<file path="src/rtl/sdram_arb_pkg.sv">
// Shared encodings for the SDRAM port arbiter: FSM states, operation codes and port ids.
package sdram_arb_pkg;
  typedef enum logic [1:0] {
    ST_IDLE  = 2'd0,
    ST_ISSUE = 2'd1,
    ST_WAIT  = 2'd2,
    ST_DONE  = 2'd3
  } arb_state_e;

  typedef enum logic {
    OP_RD = 1'b0,
    OP_WR = 1'b1
  } arb_op_e;

  localparam logic PORT_CPU = 1'b0;
  localparam logic PORT_DMA = 1'b1;
endpackage

</file>
<file path="src/rtl/arb_rr2.sv">
// Two-input picker: round-robin against the last served port, or fixed priority to port 0.
module arb_rr2
  import sdram_arb_pkg::*;
(
  input  logic [1:0] req_i,
  input  logic       last_i,
  input  logic       rr_en_i,
  output logic [1:0] gnt_o,
  output logic       gnt_idx_o
);
  always_comb begin
    gnt_idx_o = PORT_CPU;
    if (req_i == 2'b11) begin
      gnt_idx_o = rr_en_i ? ~last_i : PORT_CPU;
    end else if (req_i[1]) begin
      gnt_idx_o = PORT_DMA;
    end
    gnt_o = {gnt_idx_o, ~gnt_idx_o} & {2{|req_i}};
  end
endmodule

</file>
<file path="src/rtl/sdram_port_arbiter.sv">
// Serialises CPU (port 0) and DMA (port 1) transactions onto one SDRAM controller, with
// per-port busy/ready handshakes, registered read data and a saturating stall watchdog.
module sdram_port_arbiter
  import sdram_arb_pkg::*;
#(
  parameter int AW      = 24,
  parameter int DW      = 16,
  parameter int RW      = 32,
  parameter int RR      = 1,
  parameter int TIMEOUT = 1023
) (
  input  logic          clki,
  input  logic          rst_in,
  input  logic          p0_read,
  input  logic          p0_write,
  input  logic [AW-1:0] p0_addr,
  input  logic [DW-1:0] p0_wdata,
  output logic          p0_busy,
  output logic          p0_ready,
  output logic [RW-1:0] p0_rdata,
  output logic          p0_err,
  input  logic          p1_read,
  input  logic          p1_write,
  input  logic [AW-1:0] p1_addr,
  input  logic [DW-1:0] p1_wdata,
  output logic          p1_busy,
  output logic          p1_ready,
  output logic [RW-1:0] p1_rdata,
  output logic          p1_err,
  output logic          sd_read,
  output logic          sd_write,
  output logic [AW-1:0] sd_addr,
  output logic [DW-1:0] sd_wdata,
  input  logic          sd_busy,
  input  logic          sd_ready,
  input  logic [RW-1:0] sd_rdata
);
  localparam int CW = $clog2(TIMEOUT + 1);

  arb_state_e    state_q, state_d;
  logic [1:0]    req, gnt;
  logic          gnt_idx;
  logic          latch, finish, abort, timeout;
  logic          sel_write;
  logic [AW-1:0] sel_addr;
  logic [DW-1:0] sel_wdata;
  logic          gnt_q, last_q;
  arb_op_e       op_q;
  logic [AW-1:0] addr_q;
  logic [DW-1:0] wdata_q;
  logic [CW-1:0] cnt_q;
  logic [1:0]    busy_q, ready_q, err_q;
  logic [RW-1:0] rdata0_q, rdata1_q;

  assign req = {p1_read | p1_write, p0_read | p0_write};

  arb_rr2 u_pick (
    .req_i     (req),
    .last_i    (last_q),
    .rr_en_i   (RR != 0),
    .gnt_o     (gnt),
    .gnt_idx_o (gnt_idx)
  );

  // A simultaneous read+write on one port resolves to the write.
  assign sel_write = gnt[1] ? p1_write : p0_write;
  assign sel_addr  = gnt[1] ? p1_addr  : p0_addr;
  assign sel_wdata = gnt[1] ? p1_wdata : p0_wdata;
  assign timeout   = (cnt_q == CW'(TIMEOUT));

  always_ff @(posedge clki or negedge rst_in) begin
    if (!rst_in) state_q <= ST_IDLE;
    else         state_q <= state_d;
  end

  always_comb begin
    state_d = state_q;
    latch   = 1'b0;
    finish  = 1'b0;
    abort   = 1'b0;
    case (state_q)
      ST_IDLE: begin
        if (|req) begin
          latch   = 1'b1;
          state_d = ST_ISSUE;
        end
      end
      ST_ISSUE, ST_WAIT: begin
        if (sd_ready) begin
          finish  = 1'b1;
          state_d = ST_DONE;
        end else if (timeout) begin
          finish  = 1'b1;
          abort   = 1'b1;
          state_d = ST_DONE;
        end else if (state_q == ST_ISSUE && sd_busy) begin
          state_d = ST_WAIT;
        end
      end
      ST_DONE: state_d = ST_IDLE;
      default: state_d = ST_IDLE;
    endcase
  end

  always_ff @(posedge clki or negedge rst_in) begin
    if (!rst_in) begin
      gnt_q    <= PORT_CPU;
      last_q   <= PORT_DMA;
      op_q     <= OP_RD;
      addr_q   <= '0;
      wdata_q  <= '0;
      cnt_q    <= '0;
      busy_q   <= '0;
      ready_q  <= '0;
      err_q    <= '0;
      rdata0_q <= '0;
      rdata1_q <= '0;
    end else begin
      ready_q <= '0;
      err_q   <= '0;
      if (latch) begin
        gnt_q   <= gnt_idx;
        op_q    <= sel_write ? OP_WR : OP_RD;
        addr_q  <= sel_addr;
        wdata_q <= sel_wdata;
        cnt_q   <= '0;
        busy_q  <= gnt;
      end else if ((state_q == ST_ISSUE || state_q == ST_WAIT) && !timeout) begin
        cnt_q <= cnt_q + CW'(1);
      end
      if (finish) begin
        busy_q         <= '0;
        ready_q[gnt_q] <= 1'b1;
        err_q[gnt_q]   <= abort;
      end
      // Read data is only refreshed by a genuine read completion, never by a write or an abort.
      if (finish && !abort && op_q == OP_RD) begin
        if (gnt_q == PORT_CPU) rdata0_q <= sd_rdata;
        else                   rdata1_q <= sd_rdata;
      end
      if (state_q == ST_DONE) last_q <= gnt_q;
    end
  end

  assign p0_busy  = busy_q[PORT_CPU];
  assign p1_busy  = busy_q[PORT_DMA];
  assign p0_ready = ready_q[PORT_CPU];
  assign p1_ready = ready_q[PORT_DMA];
  assign p0_err   = err_q[PORT_CPU];
  assign p1_err   = err_q[PORT_DMA];
  assign p0_rdata = rdata0_q;
  assign p1_rdata = rdata1_q;
  assign sd_read  = (state_q == ST_ISSUE) && (op_q == OP_RD);
  assign sd_write = (state_q == ST_ISSUE) && (op_q == OP_WR);
  assign sd_addr  = addr_q;
  assign sd_wdata = wdata_q;
endmodule

</file>
<file path="config.mk">
export PLATFORM = sky130hd
export DESIGN_NAME = sdram_port_arbiter
export DESIGN_NICKNAME = d
export VERILOG_FILES = /design/src/rtl/sdram_arb_pkg.sv /design/src/rtl/arb_rr2.sv /design/src/rtl/sdram_port_arbiter.sv
export SDC_FILE = /design/constraint.sdc
export NUM_CORES = 1
export LEC_CHECK = 0
export ABC_AREA = 1
export BUFFER_PORTS_ARGS = -buffer_cell sky130_fd_sc_hd__buf_2
export CAP_MARGIN = 20
export CORE_ASPECT_RATIO = 0.5
export CORE_UTILIZATION = 40
export DETAILED_ROUTE_END_ITERATION = 16
export PLACE_DENSITY = 0.69
export SLEW_MARGIN = 20
export SYNTH_ARGS = -nofsm -noshare
export SYNTH_HDL_FRONTEND = slang
export SYNTH_HIERARCHICAL = 1
export SYNTH_SLANG_ARGS = --single-unit
</file>
<file path="constraint.sdc">
create_clock -name clki -period 1.96 [get_ports clki]
set_input_delay 0.392 -clock clki [delete_from_list [all_inputs] [get_ports clki]]
set_output_delay 0.392 -clock clki [all_outputs]
set_load 0.005 [all_outputs]
</file>
==> summary.md <==
| Metric | Value |
|---|---|
| Fin. Hold Viols | 0 |
| Power Total | 11.7 mW |
| Worst-path fanout max | 4 |
| Starting Density | 42.4% |
| Avg Cell Area, Syn | 8.83 µm² |
| Main combinational cell family by area after synthesis | simple AND/OR/NAND/NOR gates |
| Layout filler cell count | 1219 |
| Ant. Diodes | 0 |
| Sequential Power Share | 37.4% |
| Delay-heaviest family, CP | flip-flops |
| CTS sink count | 125 |
| Initial antenna violation count | 0 |
| Postcts setup bufs | 0 |
| Max-slew violations | 0 |
| Nets | 985 |
| Seq cells post-synth | 125 |
| Synth Area in Adders | 1.35% |
| Final Util | 57.3% |
| Largest net degree at the start of global routing | 68 |
| Wire per inst | 12.6 µm |
| Slowest cell on crit path | dfrtp_1 |
| Leak | 4.05 nW |
| Vias | 4829 |
| Final wirelength | 13.4 mm |
| Compound-Gate Fraction of Synth Area | 13.0% |
| GP Congestion | 0.781 |
| Number of port buffers | 231 |
| Via density | 4.56 |
| Comb power frac | 35.2% |
| CTS tree | built |
| Internal | 7.45 mW |
| Clk slew on worst S/H paths | 60 ps |
| Yosys warns | 6 |
| Root Buffer | clkbuf_16 |
| CTS Buf Count | 17 |
| Max Cap Viol | 0 |
| Clk buf depth | 2 |
| Drt drc | 0 |
| NetSw | 4.24 mW |
| Total Neg Setup Slack | 0 ps |
| Post-route minimum period | 1800 ps |
| CTS resizes | 0 |
| Cell count after synthesis | 628 |
| CP Cell Sequence | inv_1 > ha_1 > inv_1 > nor2_1 > buf_2 |
| Area grow syn2layout | 35.3% |
| Drt pass-1 iters | 4 |
| Simple-gate share of the synthesized area | 20.5% |
| # H-tree levels | 4 |
| DR iter-0 viols | 239 |
| Core Footprint | 13100 µm² |
| DP HPWL | 9.53 mm |
| Status | completed |
| Crit end category | output pin |
| Fmax | 555 MHz |
| Design Area, Final | 7500 µm² |
| Area leader, netlist | dfrtp_1 |
| Worst setup path category | flip-flop to output pin |
| Die H | 85.3 µm |
| Multiplexer area fraction after synthesis | 0% |
| Vias in the first global route | 4714 |
| Hold Crit Class | input pin to flip-flop |
| Net Sw Frac | 36.3% |
| WP buf/inv | 3 |
| Post-Synth XOR/XNOR Area | 0.474% |
| CP most frequent cell | inv_1 |
| Unrepaired setup endpoints after global routing | false |
| Site Rows | 29 |
| All-layer global routing usage | 19.7% |
| PwrDens | 1560 nW/µm² |
| Commonest non-fill, non-tap cell in the layout | buf_2 |
| Clock share of power | 27.4% |
| Commonest cells after routing, fill and taps aside | buf_2 (230), nand2_1 (197), dfrtp_1 (124), inv_1 (61), nor2_1 (53) |
| Worst Path Arrival | 1410 ps |
| Synth unique cells | 29 |
| Synth top area cells | dfrtp_1 (56%), nand2_1 (13%), a31oi_1 (4.6%) |
| Post-synthesis sequential area ratio | 56.4% |
| Crit path largest cell delay | 420 ps |
| Top cell type's share of synthesized area | 55.9% |
| Tcrit/Tclk final | 91.9% |
| Die area | 14400 µm² |
| First-pass GRT wire length | 22.5 mm |
| Die W | 169 µm |
| # IOs | 232 |
| Clock Latency Late Sink | 410 ps |
| Worst setup SP type | flip-flop |
| Grt ovf | 0 |
| # setup viols final | 0 |
| Max rail drop VDD | 707 µV |
| Placed inst area | 6890 µm² |
| Clock Skew | 8.97 ps |
| Worst EP required | 1570 ps |
| DRT antenna net count | 0 |
| Hold_buf cts | 1 |
| Share of cells above drive strength 1 | 35.3% |
| Synthesized cell area | 5550 µm² |
==> cell families after synthesis <==
logic type | count (synthesis)
buffers and inverters | 95
flip-flops | 125
other | 1
adder cells (fa/ha/maj) | 6
AND/OR/NAND/NOR | 280
AO/OA/AOI/OAI | 118
XOR/XNOR | 3
==> worst paths after layout <==
path | start | to | slack (ps) | cells after the start
min in group asynchronous | rst_in | sd_wdata[7] | 490 | 2
max in group asynchronous | rst_in | last_q | 870 | 3
worst max-delay path | state_q[1] | sd_read | 160 | 5
worst min-delay path | sd_ready | err_q[0] | 230 | 2
worst max register to register | state_q[1] | p1_rdata[1] | 200 | 8
worst min register to register | p1_rdata[3] | p1_rdata[3] | 480 | 2
==> stage by stage <==
step / setup slack, ps / hold WS, ps / std cells
after floorplan: 357 / 96.4 / 629
after global placement: 310 / 378 / 1025
after detailed placement: 234 / 384 / 1025
after CTS: 139 / 225 / 1058
after global routing: 39.4 / 225 / 1058
final: 158 / 234 / 1058
==> cell usage after synthesis (all sizes together) <==
| cell type | instances |
|---|---|
| nand3 | 12 |
| buf | 22 |
| clkinv | 1 |
| a21o | 1 |
| clkbuf | 9 |
| nand2 | 202 |
| and2 | 1 |
| o21ai | 72 |
| nor2 | 57 |
| ha | 6 |
| a31oi | 41 |
| dfrtp | 124 |
| nor4 | 2 |
| nor3 | 1 |
| xor2 | 3 |
| dfstp | 1 |
| a21oi | 4 |
| inv | 63 |
| nand4 | 5 |
| conb | 1 |
==> layout make-up <==
class / count / area (µm²) / share of cell area, %
clock buffers: 17 / 425 / 5.67
clock inverters: 15 / 175 / 2.33
inverters: 64 / 245 / 3.27
multi-input cells: 409 / 1960 / 26.2
flip-flops and latches: 125 / 3130 / 41.7
well taps: 186 / 233 / 3.10
repair buffers: 242 / 1330 / 17.7
==> power by group through the flow <==
stage	registers, mW	logic (mW)	clock network (mW)
finish	4.37	4.12	3.20
global route	4.52	4.69	3.40
CTS	4.38	4.20	3.28
detailed placement	4.40	4.19	0
global placement	4.36	4.09	0
floorplan	4.44	2.39	0
==> layer usage <==
layer / vias to the layer above / share of wire (%) / track usage (%)
li1: 2477 / - / -
met1: 2192 / 46 / 25.1
met4: 0 / 0.73 / 6.45
met5: - / 0 / 0
met3: 8 / 5.3 / 4.20
met2: 152 / 48 / 33.8
==> worst register-to-register path: stages (launching register included) <==
cell	delay, ps
dfrtp_1	410
inv_1	110
ha_1	390
inv_2	90
nor3_4	150
nand2_2	90
buf_12	190
nand2_1	170
o21ai_2	50
==> sequential cells by signal (all words and copies together), names as in the netlist, 2 cells and up <==
register	flops
p0_rdata	32
p1_rdata	32
sd_addr	24
sd_wdata	16
cnt_q	10
busy_q	2
err_q	2
ready_q	2
state_q	2
No activity file was read; power rests on OpenSTA's default activity.
